==> src/rtl/regfile_mp_sb.sv <==
// Multi-port integer register file: NRD combinational read ports, two writeback
// lanes, optional write-to-read bypass and a per-register busy scoreboard.
module regfile_mp_sb #(
   parameter int XLEN     = 32,
   parameter int NREGS    = 32,
   parameter int NRD      = 2,
   parameter bit BYPASS   = 1'b1,
   parameter bit ZERO_REG = 1'b1,
   localparam int AW      = $clog2(NREGS)
) (
   input  logic                clk,
   input  logic                rst,
   input  logic [NRD*AW-1:0]   raddr,
   output logic [NRD*XLEN-1:0] rdata,
   output logic [NRD-1:0]      rbusy,
   input  logic                we0,
   input  logic [AW-1:0]       waddr0,
   input  logic [XLEN-1:0]     wdata0,
   input  logic                we1,
   input  logic [AW-1:0]       waddr1,
   input  logic [XLEN-1:0]     wdata1,
   input  logic                iss_valid,
   input  logic [AW-1:0]       iss_rd,
   output logic [NREGS-1:0]    busy_vec
);

   logic [XLEN-1:0]  regs_q [NREGS];
   logic [XLEN-1:0]  regs_d [NREGS];
   logic [NREGS-1:0] busy_q;
   logic [NREGS-1:0] busy_d;

   // Lane 1 is applied after lane 0 so it wins an address collision.
   always_comb begin
      regs_d = regs_q;
      if (we0 && !(ZERO_REG && waddr0 == '0)) regs_d[waddr0] = wdata0;
      if (we1 && !(ZERO_REG && waddr1 == '0)) regs_d[waddr1] = wdata1;
   end

   always_comb begin
      busy_d = busy_q;
      for (int r = 0; r < NREGS; r++) begin
         if (iss_valid && iss_rd == AW'(r) && !(ZERO_REG && r == 0))
            busy_d[r] = 1'b1;
         else if ((we0 && waddr0 == AW'(r)) || (we1 && waddr1 == AW'(r)))
            busy_d[r] = 1'b0;
      end
   end

   always_ff @(posedge clk) begin
      if (rst) begin
         for (int r = 0; r < NREGS; r++) regs_q[r] <= '0;
         busy_q <= '0;
      end else begin
         regs_q <= regs_d;
         busy_q <= busy_d;
      end
   end

   assign busy_vec = busy_q;

   for (genvar i = 0; i < NRD; i++) begin : g_rd
      logic [AW-1:0]   ra;
      logic [XLEN-1:0] rd;

      assign ra = raddr[i*AW +: AW];

      // Busy comes from registered state only; the issue stage folds in write matches.
      always_comb begin
         rd = regs_q[ra];
         if (BYPASS && !rst) begin
            if (we1 && waddr1 == ra)      rd = wdata1;
            else if (we0 && waddr0 == ra) rd = wdata0;
         end
         if (ZERO_REG && ra == '0) rd = '0;
      end

      assign rdata[i*XLEN +: XLEN] = rd;
      assign rbusy[i]              = busy_q[ra];
   end

endmodule

==> config.mk <==
export PLATFORM = sky130hd
export DESIGN_NAME = regfile_mp_sb
export DESIGN_NICKNAME = d
export VERILOG_FILES = /design/src/rtl/regfile_mp_sb.sv
export SDC_FILE = /design/constraint.sdc
export NUM_CORES = 2
export LEC_CHECK = 0
export CORE_MARGIN = 8
export CORE_UTILIZATION = 55
export CTS_CLUSTER_SIZE = 25
export DETAILED_ROUTE_END_ITERATION = 8
export HOLD_SLACK_MARGIN = 0.05
export PLACE_DENSITY = 0.7
export SLEW_MARGIN = 15
export SYNTH_ARGS = -nofsm -noshare
export SYNTH_HDL_FRONTEND = slang
export SYNTH_SLANG_ARGS = --single-unit
==> constraint.sdc <==
create_clock -name clk -period 3.3 [get_ports clk]
set_input_delay 0.66 -clock clk [delete_from_list [all_inputs] [get_ports clk]]
set_output_delay 0.66 -clock clk [all_outputs]
set_load 0.02 [all_outputs]
==> summary.md <==
| Metric | Value |
|---|---|
| Fmax | `0.276 GHz` |
| Clk buf depth | `3` |
| Root buf cell | `clkbuf_16` |
| Finished Cell Area | `0.0811 mm^2` |
| Violated checks | `DRC, setup timing` |
| H-tree depth | `3` |
| I/O Buffers | `190` |
| Total Power | `32.6 mW` |
| Most frequent cells in the layout | `nor2_1, dfxtp_1, a211oi_1, mux4_2, buf_4` |
| Drt first pass iters | `9` |
| Hpwl dp | `214000 um` |
| CP peak stage delay | `0.58 ns` |
| Worst Hold Depth | `1` |
| Pwr per Cell Area | `402 mW/mm^2` |
| Area grow syn2layout | `27.1%` |
| CP delay by family, top | `multiplexers` |
| Initial Util | `0.552` |
| Synthesized area per cell | `9.28 um^2` |
| Maxcap violations | `0` |
| Avg Vias per Cell | `8.05` |
| Post-synth cell types | `56` |
| DR WL/cell | `39.9 um` |
| Synth Register Bits | `1055` |
| Die span in x | `357 um` |
| Commonest non-fill, non-tap cell in the layout | `nor2_1` |
| Syn nets | `6975` |
| Crit share post-route | `1.10` |
| Post-route minimum period | `3.63 ns` |
| CTS buffer count | `117` |
| YS warnings | `0` |
| Seq/Total Area, Yosys | `0.331` |
| Residual DRC | `23` |
| Worst-Margin Slew | `1.11 ns` |
| Leak Pwr | `30.2 nW` |
| Core area | `0.116 mm^2` |
| RSZ-0062 raised after global routing | `true` |
| Max transition margin | `0.261` |
| Post-route setup slack | `-0.327 ns` |
| Outcome | `finished, violations left` |
| Die Height | `357 um` |
| Total Routing Usage GR | `0.516` |
| # nets final | `7153` |
| Setup violators final | `63` |
| Max VDD drop | `0.501 mV` |
| Required time of the critical path | `2.64 ns` |
| Max FO, Critical Path | `7` |
| First-pass GRT wire length | `477000 um` |
| # IOs | `192` |
| WS Path Type | `in -> out` |
| Slew Viols, Final | `0` |
| Clk Latency, worst-skew pair | `0.74 ns` |
| Share of post-route cells with drive strength above 1 | `0.290` |
| Placed standard-cell area | `0.0725 mm^2` |
| Largest net degree at the start of global routing | `201` |
| Worst min-delay path class | `reg -> reg` |
| DRT iter0 DRCs | `14900` |
| Initial antenna violation count | `12` |
| Skew final | `0 ns` |
| Vias | `69900` |
| CP bufs+invs | `6` |
| Grt ovf | `0` |
| Worst setup EP type | `primary output` |
| Crit path max-delay cell type | `mux4_2` |
| Placed instance count | `8322` |
| Ys async rst share | `0` |
| Main flop type after synthesis | `dfxtp_1` |
| Worst setup SP type | `primary input` |
| Clk sinks | `1055` |
| Post-DRT Antenna Nets | `0` |
| Die area | `0.127 mm^2` |
| Placer Congestion | `1.04` |
| CTS tree | `yes` |
| Synthesized area | `0.0638 mm^2` |
| Total wire length | `347000 um` |
| Syn Inst Count | `6881` |
| Vias in the first global route | `64700` |
| Final Non-Filler Cells | `8693` |
| Row cnt | `125` |
| Endpoints failing hold | `0` |
| Path length in cells of the critical path | `10` |
| Crit-path cells | `buf_16 > buf_12 > buf_4 > buf_12 > buf_4 > mux4_2 > mux4_2 > nor4_4 > a2111oi_4 > buf_4` |
| WP data arrival | `2.97 ns` |
| R2R depth | `2` |
| Crit-path most repeated cell | `buf_4` |
| Number of flops mapped to enable cells by yosys | `0` |
| Clock-pin transition on the worst setup and hold timing paths | `0.06 ns` |
## path summary, 6_finish.rpt
kind | from | to | slack, ns
max | raddr[0] | rdata[7] | -0.33
min | regs_q[998] | regs_q[998] | 0.48
max reg2reg | regs_q[741] | regs_q[741] | 2.34
min reg2reg | regs_q[998] | regs_q[998] | 0.48
## cells by family after synthesis
group / count (synthesis) / synth area share
AO/OA/AOI/OAI: 1776 / 0.207
multiplexers: 972 / 0.263
flip-flops: 1055 / 0.331
buffers and inverters: 1064 / 0.0658
AND/OR/NAND/NOR: 1993 / 0.130
XOR/XNOR: 20 / 0.00274
other: 1 / 0.0000588
## worst register-to-register path: cells and delay by family (launching register included)
kind               cells  cell delay (ns)
and+or+nand+nor        1             0.07
DFF                    1             0.37
AOI/OAI and AO/OA      1             0.39
## synthesized netlist by cell type, types with 109 or more instances
cell type,count,area [um^2]
mux2i_1,375,3750
a21oi_1,153,766
nand2_1,345,1290
a211oi_1,799,6000
buf_2,109,546
a311oi_1,226,1980
mux4_2,562,12700
nand3_1,231,1160
nor2_1,1197,4490
clkbuf_1,784,2940
a22oi_1,237,1780
dfxtp_1,1055,21100
## through the flow
stage          setup slack (ns)  utilization  hold WS [ns]  setup TNS [ns]
3_3_place_gp              -1.10        0.627         0.464         -161.02
3_5_place_dp              -1.15        0.627         0.470         -161.00
5_1_grt                  -0.316        0.702         0.491          -10.34
4_1_cts                  -0.242        0.689         0.447           -8.02
2_1_floorplan            0.0661            -         0.451               0
6_report                 -0.327        0.702         0.484          -10.52
## layout make-up
cell class                      instances  area (um^2)
Antenna cell                           14         35.0
Clock buffer                          171         3430
Clock inverter                         44          548
Fill cell                            8398        34500
Inverter                               68          259
Multi-Input combinational cell       4763        41300
Sequential cell                      1055        21100
Tap cell                             1524         1910
Timing Repair Buffer                 1054        12500
## where the power goes
| part | internal (mW) | switching, mW |
|---|---|---|
| sequential | 13.0 | 0.215 |
| clock | 8.10 | 5.88 |
| combinational | 2.16 | 3.30 |
## layer usage
metal / global-route usage / up-vias / part of all wire
met5: 0.00846 / - / 0.00066
met4: 0.383 / 12 / 0.099
met3: 0.271 / 2319 / 0.19
met2: 0.683 / 7863 / 0.38
met1: 0.629 / 33100 / 0.33
li1: - / 26600 / -
## flip-flops by register name, summed over array words and instances, names as in the netlist
name,flops
regs_q,1024
busy_vec,31
## what timing repair did
action,4_1_cts,5_1_grt
setup buffers,87,43
endpoints found under the setup margin,66,65
gates resized for setup,696,207
hold buffers,0,0
cloned,20,10
pin swaps,72,83
Power figures use the tool's default switching activity.
